===== src/rtl/series_adder_job_arbiter_pkg.sv =====
// Shared types for the series adder job arbiter: FSM state encoding and
// the id-width helper used to sanity-check grant_id sizing.
package series_adder_job_arbiter_pkg;

  typedef enum logic [2:0] {
    IDLE    = 3'd0,
    GRANT   = 3'd1,
    HDR     = 3'd2,
    PAYLOAD = 3'd3,
    WAIT    = 3'd4
  } state_e;

  // ceil(log2(n)), never below 1 so a single-bit id still exists.
  function automatic int clog2_min1(input int n);
    int r;
    r = 0;
    while ((1 << r) < n) r++;
    return (r < 1) ? 1 : r;
  endfunction

endpackage


===== src/rtl/series_adder_job_arbiter_rr_arbiter.sv =====
// Combinational round-robin search: first asserted req after ptr, with wrap.
module series_adder_job_arbiter_rr_arbiter #(
  parameter int NUM_REQ = 2,
  parameter int ID_W    = 1
) (
  input  logic [NUM_REQ-1:0] req,
  input  logic [ID_W-1:0]    ptr,
  output logic [ID_W-1:0]    idx,
  output logic               any
);

  logic [ID_W-1:0] cand;

  // Scan farthest offset first so the nearest requester after ptr is the last to overwrite.
  always_comb begin
    idx  = '0;
    any  = 1'b0;
    cand = '0;
    for (int k = NUM_REQ; k >= 1; k--) begin
      cand = ID_W'((int'(ptr) + k) % NUM_REQ);
      if (req[cand]) begin
        idx = cand;
        any = 1'b1;
      end
    end
  end

endmodule


===== src/rtl/series_adder_job_arbiter.sv =====
// Round-robin sharing of one series adder wrapper between NUM_REQ job
// requesters; input words and results are passed through without buffering.
module series_adder_job_arbiter
  import series_adder_job_arbiter_pkg::*;
#(
  parameter int NUM_REQ = 2,
  parameter int DATA_W  = 32,
  parameter int ID_W    = 1
) (
  input  logic                      clk,
  input  logic                      rst_n,
  input  logic [NUM_REQ-1:0]        req_vld,
  output logic [NUM_REQ-1:0]        req_rdy,
  input  logic [NUM_REQ*DATA_W-1:0] req_data,
  input  logic [NUM_REQ-1:0]        req_last,
  input  logic                      add_idle,
  output logic                      add_data_vld,
  input  logic                      add_data_rdy,
  output logic [DATA_W-1:0]         add_data,
  input  logic [DATA_W-1:0]         add_result,
  input  logic                      add_result_vld,
  input  logic                      add_result_first,
  input  logic                      add_result_last,
  output logic                      add_result_rdy,
  output logic [DATA_W-1:0]         res_data,
  output logic [NUM_REQ-1:0]        res_vld,
  output logic                      res_first,
  output logic                      res_last,
  input  logic [NUM_REQ-1:0]        res_rdy,
  output logic [ID_W-1:0]           grant_id,
  output logic                      busy,
  output logic                      err
);

  if (ID_W != clog2_min1(NUM_REQ)) begin : g_bad_id_w
    $error("ID_W must equal clog2(NUM_REQ), minimum 1");
  end

  state_e                           state, state_nxt;
  logic [ID_W-1:0]                  ptr, ptr_nxt, grant_nxt;
  logic                             in_done, in_done_nxt;
  logic                             res_done, res_done_nxt;
  logic                             rvld_q;
  logic [ID_W-1:0]                  pick;
  logic                             pick_any;
  logic [NUM_REQ-1:0][DATA_W-1:0]   req_words;
  logic                             g_vld, g_last, g_res_rdy;
  logic                             fwd_in, fwd_res;

  assign req_words = req_data;
  assign g_vld     = req_vld[grant_id];
  assign g_last    = req_last[grant_id];
  assign g_res_rdy = res_rdy[grant_id];
  assign fwd_in    = (state == HDR) || (state == PAYLOAD);
  assign fwd_res   = fwd_in || (state == WAIT);
  assign busy      = (state != IDLE);

  series_adder_job_arbiter_rr_arbiter #(
    .NUM_REQ (NUM_REQ),
    .ID_W    (ID_W)
  ) u_rr (
    .req (req_vld),
    .ptr (ptr),
    .idx (pick),
    .any (pick_any)
  );

  always_comb begin
    state_nxt      = state;
    ptr_nxt        = ptr;
    grant_nxt      = grant_id;
    in_done_nxt    = in_done;
    res_done_nxt   = res_done;
    req_rdy        = '0;
    add_data_vld   = 1'b0;
    add_data       = '0;
    add_result_rdy = 1'b0;
    res_vld        = '0;
    res_data       = '0;
    res_first      = 1'b0;
    res_last       = 1'b0;
    err            = 1'b0;

    if (fwd_in) begin
      add_data          = req_words[grant_id];
      add_data_vld      = g_vld;
      req_rdy[grant_id] = add_data_rdy;
    end

    // Results may overtake the end of input, so routing opens at the header.
    if (fwd_res) begin
      res_data          = add_result;
      res_first         = add_result_first;
      res_last          = add_result_last;
      res_vld[grant_id] = add_result_vld;
      add_result_rdy    = g_res_rdy;
      if (add_result_vld && g_res_rdy && add_result_last) res_done_nxt = 1'b1;
    end

    case (state)
      IDLE: begin
        err = add_result_vld && !rvld_q;
        if (add_idle && pick_any) begin
          grant_nxt = pick;
          state_nxt = GRANT;
        end
      end
      GRANT: begin
        in_done_nxt  = 1'b0;
        res_done_nxt = 1'b0;
        state_nxt    = HDR;
      end
      HDR: begin
        // A header flagged last is malformed: swallow it, keep it from the adder.
        if (g_vld && g_last) begin
          add_data_vld      = 1'b0;
          req_rdy[grant_id] = 1'b1;
          err               = 1'b1;
          ptr_nxt           = grant_id;
          state_nxt         = IDLE;
        end else if (g_vld && add_data_rdy) begin
          state_nxt = PAYLOAD;
        end
      end
      PAYLOAD: begin
        if (g_vld && add_data_rdy && g_last) begin
          in_done_nxt = 1'b1;
          state_nxt   = WAIT;
        end
      end
      WAIT: begin
        if (in_done && res_done_nxt) begin
          ptr_nxt   = grant_id;
          state_nxt = IDLE;
        end
      end
      default: state_nxt = IDLE;
    endcase
  end

  // rvld_q resets high so a result valid held through reset never flags err.
  always_ff @(posedge clk or negedge rst_n) begin
    if (!rst_n) begin
      state    <= IDLE;
      ptr      <= ID_W'(NUM_REQ - 1);
      grant_id <= '0;
      in_done  <= 1'b0;
      res_done <= 1'b0;
      rvld_q   <= 1'b1;
    end else begin
      state    <= state_nxt;
      ptr      <= ptr_nxt;
      grant_id <= grant_nxt;
      in_done  <= in_done_nxt;
      res_done <= res_done_nxt;
      rvld_q   <= add_result_vld;
    end
  end

endmodule


===== config.mk =====
export PLATFORM = sky130hd
export DESIGN_NAME = series_adder_job_arbiter
export DESIGN_NICKNAME = d
export VERILOG_FILES = /design/src/rtl/series_adder_job_arbiter_pkg.sv /design/src/rtl/series_adder_job_arbiter_rr_arbiter.sv /design/src/rtl/series_adder_job_arbiter.sv
export SDC_FILE = /design/constraint.sdc
export NUM_CORES = 1
export LEC_CHECK = 0
export CAP_MARGIN = 20
export CORE_MARGIN = 10
export CORE_UTILIZATION = 25
export DETAILED_ROUTE_END_ITERATION = 10
export PLACE_DENSITY_LB_ADDON = 0.1
export SLEW_MARGIN = 20
export SYNTH_ARGS = -nofsm -noshare
export SYNTH_HDL_FRONTEND = slang
export SYNTH_SLANG_ARGS = --single-unit
export TNS_END_PERCENT = 5

===== constraint.sdc =====
create_clock -name clk -period 1.85 [get_ports clk]
set_input_delay 0.4625 -clock clk [delete_from_list [all_inputs] [get_ports clk]]
set_output_delay 0.4625 -clock clk [all_outputs]
set_load 0.05 [all_outputs]

Word level (Yosys, flattened, before mapping)
Index checks and enable logic that the tools add are counted.
Storage, ports and cells
  bits in registers: 8
  output and inout port bits: 75
  input bits: 109
  logic and storage cells: 90
Cells by class
  reduce and logical (&&, ||, !) cells: 20
  muxes and demuxes: 46
  bitwise logic cells: 3
  $lt $le $gt $ge: 4
  add/subtract/negate cells: 2
  eq/ne operators: 9
Operators with widths (number)
  two-way mux 32 bit: 4
  two-way mux 1 bit: 28
  two-way mux 3 bit: 5
  case mux 3 bit (5 select lines): 1
  logical AND 1 bit: 9
  two-way mux 2 bit: 4
  == test 3 x 2 -> 1 bit (second input constant): 2
  less-than comparator 1 x 2 -> 1 bit (second input constant): 3
  != test 2 x 1 -> 1 bit (second input constant): 3
  case mux 1 bit (2 select lines): 3
  bitwise AND 2 bit: 2
  AND reduction 2 bit: 2
  AND reduction 4 bit: 1
  nonzero test 2 bit: 2
  == test 3 x 1 -> 1 bit (second input constant): 1
  == test 3 bit (second input constant): 1
  logical NOT 3 bit: 1
  != test 3 x 1 -> 1 bit (second input constant): 1
  AND reduction 3 bit: 1
  nonzero test 3 bit: 1
  adder 1 bit (second input constant): 2
  logical OR 1 bit: 2
  != test 2 bit (second input constant): 1
  OR 2 bit: 1
  other kinds (3): 3

Depth between registers and ports, before layout
  depth in word-level cells: 9
  mapped depth: 6
  depth with buffers taken out: 4

Modules after synthesis
Synthesis repeated with hierarchy kept, for this count alone.
Unflattened totals
  cell total of the unflattened synthesis: 171
  area, all modules: 1300.0 µm²
By module, submodules not included
  series_adder_job_arbiter: times used 1, area each 1286.2 µm², seq. area each 202.7 µm², cells each 169
  series_adder_job_arbiter_rr_arbiter: times used 1, area each 13.8 µm², seq. area each 0.0 µm², cells each 2

Worst setup path before layout
OpenSTA, ideal clock, no wires.
  path type: register -> output
  from: register grant_id
  to: output port res_vld[1]
  buffers on the path: 3
  data required time: 1.387 ns
  stages on the path, launching flop included: 6
  arrival: 2.420 ns
  setup slack: -1.032 ns
  cells stage by stage: dfrtp_1 -> buf_6 -> buf_4 -> buf_4 -> inv_1 -> nor3b_1
Between the ends
  word-level cells in the longest chain between the ends: 6
  elaborated cells between the ends (all ways): 7
  classes of those cells: order compare: 2; mux: 3; bitwise: 1; reduce/logical: 1
Ends and longest elaborated chain
  start: declaration: RTL line series_adder_job_arbiter.sv:30  | output logic [ID_W-1:0] grant_id,
  start signal: assignment: RTL line series_adder_job_arbiter.sv:153  | grant_id <= grant_nxt;
  less-than comparator 1 x 2 -> 1 bit (implied by the code) / greater-or-equal comparator 1 bit (equally long branches): RTL line series_adder_job_arbiter.sv:95  | res_vld[grant_id] = add_result_vld;
  logical AND 1 bit (implied by the code): RTL line series_adder_job_arbiter.sv:95
  two-way mux 1 bit (implied by the code): RTL line series_adder_job_arbiter.sv:95
  demux 1 bit (select 1 bit) *: RTL line series_adder_job_arbiter.sv:95
  bitwise AND 2 bit (no line) *
  two-way mux 2 bit *: RTL line series_adder_job_arbiter.sv:91  | if (fwd_res) begin
  end: declaration: RTL line series_adder_job_arbiter.sv:26  | output logic [NUM_REQ-1:0] res_vld,
Every way passes the cells marked *; elsewhere a longest branch is shown, timed or not.

Worst setup path after layout
  from: register state[1]
  to: output port res_vld[0]
Between the ends
  word-level cells in the longest chain between the ends: 4
  elaborated cells between the ends (all ways): 6
  classes of those cells: eq/ne: 3; mux: 1; reduce/logical: 2
Ends and longest elaborated chain
  start: declaration: RTL line series_adder_job_arbiter.sv:39  | state_e state, state_nxt;
  start signal: assignment: RTL line series_adder_job_arbiter.sv:151  | state <= state_nxt;
  == test 3 x 2 -> 1 bit: RTL line series_adder_job_arbiter.sv:54  | assign fwd_in = (state == HDR) || (state == PAYLOAD);
  logical OR 1 bit: RTL line series_adder_job_arbiter.sv:54
  logical OR 1 bit *: RTL line series_adder_job_arbiter.sv:55  | assign fwd_res = fwd_in || (state == WAIT);
  two-way mux 2 bit *: RTL line series_adder_job_arbiter.sv:91
Marks and branches as above.

==> flow_summary.yaml <==
sta:
  slew_viol_final: 0
  worst_pin_slew_ns: 0.420
  hold_slack_ns: 0.527
  layout_min_cycle_time_ns: 2.11
  clock_skew_ns: 0.00263
  timing.final.crit_share_pct: 114
  setup_viol: 74
  maxSlewHeadroom_pct: 71.9
  fmax_mhz: 474
  rsz0062_at_grt: "yes"
  hold_viol: 0
  tns_ns: -12.57
  fin_ws_ns: -0.259
run_status:
  violations: "negative setup slack"
  outcome: "complete, but fails checks"
logic_synthesis:
  yosysSeqAreaShare_pct: 14.9
  synth-seq-cells: 8
  synth.net_count: 295
  ys_types: 36
  yosys.area_share.simple_pct: 39.2
  synth_area_um2: 1360
  syn_area_per_cell_um2: 7.32
  synthMuxAreaShare_pct: 25.9
  synth-adder-area-share_pct: 0
  synth_compound_gate_area_share_pct: 11.6
  yosysWarnings: 0
  postSynthCellCount: 186
  synth_top_family_by_area: "simple AND/OR/NAND/NOR gates"
  synthXorXnorAreaFrac_pct: 0
clock_network:
  cts_tree: "done"
  cts-root-buf: "clkbuf_8"
  clock_path_buffers: 2
  cts_made_buffers: 3
  hold_buffers: 0
  htreeDepth: 1
  clk_pin_slew_ns: 0.05
  clk_latency_ns: 0.24
  cts.sinks: 8
floorplanning:
  die_h_um: 93.8
  core_area_um2: 5200
  die_w_um: 93.8
  start_util_pct: 26.2
  rows: 26
  die-area_um2: 8800
  ios: 184
worst_setup_path:
  crit_path_start_kind: "register"
  cp.required_ns: 1.39
  ff2ff_path_depth: 6
  path_max_fanout: 5
  endpoint_kind: "output port"
  cp.arrival_ns: 1.65
  crit_type: "reg2out"
route:
  vias_per_cell: 4.86
  final_antenna_net_count: 0
  wl_met2_um: 5590
  drc: 0
  drt_wl_total_um: 10100
  drt_iter0_markers: 110
  vias: 2263
  highest_layer: "met4"
  wl_met1_um: 3160
  routed-wl-met3_um: 1140
  dr.pass1.iters: 4
  wl_per_cell_um: 21.7
grt:
  grt_pass1_vias: 2467
  track_usage_pct: 19.4
  antenna_found_initial: 0
  grt_overflow_total: 0
  grt_max_degree: 38
  grt_first_pass_wirelength_um: 13600
pwr:
  p_leak_nw: 2.03
  power_mw: 8.58
  peakVddDrop_mv: 0.994
  p_per_area_nw_per_um2: 1890
placement:
  place_hpwl_um: 7320
  io_buffers: 183
  pre_cts_ws_ns: -0.402
  gp_congestion: 0.855
cells_and_area:
  final_core_util_pct: 87.2
  fin_nets: 506
  final_common_cell: "clkdlybuf4s50_1"
  drive_gt1_share_pct: 52.5
  area_growth_pct: 234
  layout_common_cells: "clkdlybuf4s50_1, buf_12, mux2i_1"
  num-fill-cells: 259
  diodes: 0
worst_hold_path:
  hp-class: "in2async"
flow_run:
  maxCapViolCount: 0
[sequential cells by signal, indices dropped and copies added, names as in the netlist]
| register | count |
|---|---|
| ptr | 1 |
| state | 3 |
| res_done | 1 |
| grant_id | 1 |
| in_done | 1 |
| rvld_q | 1 |
[where the power goes]
part           switching [mW]  internal, mW
clock                  0.0860         0.151
sequential             0.0781         0.251
combinational            4.46          3.56
total                    4.62          3.96
[worst max-delay path, stage by stage (launching register included)]
cell and delay, ns:
dfrtp_1 0.42, nand2b_4 0.18, nor2_4 0.11, nor2_4 0.07
buf_12 0.13, buf_4 0.13, nor3b_4 0.17, buf_6 0.19
[through the flow]
step	area (µm²)	cells
2_1_floorplan	1620	186
3_3_place_gp	3950	449
3_5_place_dp	3950	449
4_1_cts	4330	463
5_1_grt	4540	466
6_report	4540	466
[path summary, 6_finish.rpt]
| kind | slack (ns) | from | endpoint |
|---|---|---|---|
| max | -0.26 | state[1] | res_vld[0] |
| min | 0.53 | rst_n | res_done |
| max reg2reg | 0.07 | grant_id | ptr |
| min reg2reg | 0.62 | in_done | in_done |
| max in group asynchronous | 1.00 | rst_n | ptr |
| min in group clk | 0.62 | in_done | in_done |
[Yosys cell counts, drive strengths merged]
library cell	number	area share, %
nor2	41	12
nor2b	36	17
mux2i	34	26
buf	14	6.8
a21oi	7	2.8
dfrtp	6	11
nand2	6	1.7
inv	5	1.4
o21ai	5	2.1
nand2b	4	2.0
nand3	4	1.5
nor3	4	1.5
a211o	2	1.3
a21o	2	1.1
a22oi	2	1.5
dfstp	2	3.9
nand3b	2	1.4
nor3b	2	1.1
a211oi	1	0.55
a31oi	1	0.46
a41oi	1	0.64
and2	1	0.46
clkbuf	1	0.28
o211ai	1	0.55
o31ai	1	0.55
or3	1	0.83
[per-layer routing]
layer	global-route usage, %	vias up
li1	-	1050
met2	36.7	141
met3	10.4	15
met5	0	-
met1	18.0	1057
met4	4.05	0
[cell families (layout without fill, tap and decap cells)]
| family | Yosys count | after routing |
|---|---|---|
| mux | 34 | 34 |
| flops | 8 | 8 |
| buf+inv | 20 | 230 |
| compound gates | 23 | 23 |
| simple gates | 101 | 101 |
[final cells by class]
cell class | count | area [µm²] | area share (%)
Clock buffer | 4 | 45.0 | 0.992
Inverter | 5 | 18.8 | 0.413
Multi-Input combinational cell | 158 | 1500 | 33.0
Sequential cell | 8 | 205 | 4.52
Tap cell | 70 | 87.6 | 1.93
Timing Repair Buffer | 221 | 2690 | 59.2
[timing repair]
action | in CTS | in global routing
resized for setup | 61 | 44
gates cloned | 1 | 0
buffers inserted | 10 | 3
endpoints found under the setup margin | 74 | 74
pin swaps | 9 | 2
No activity file was read; power rests on OpenSTA's default activity.
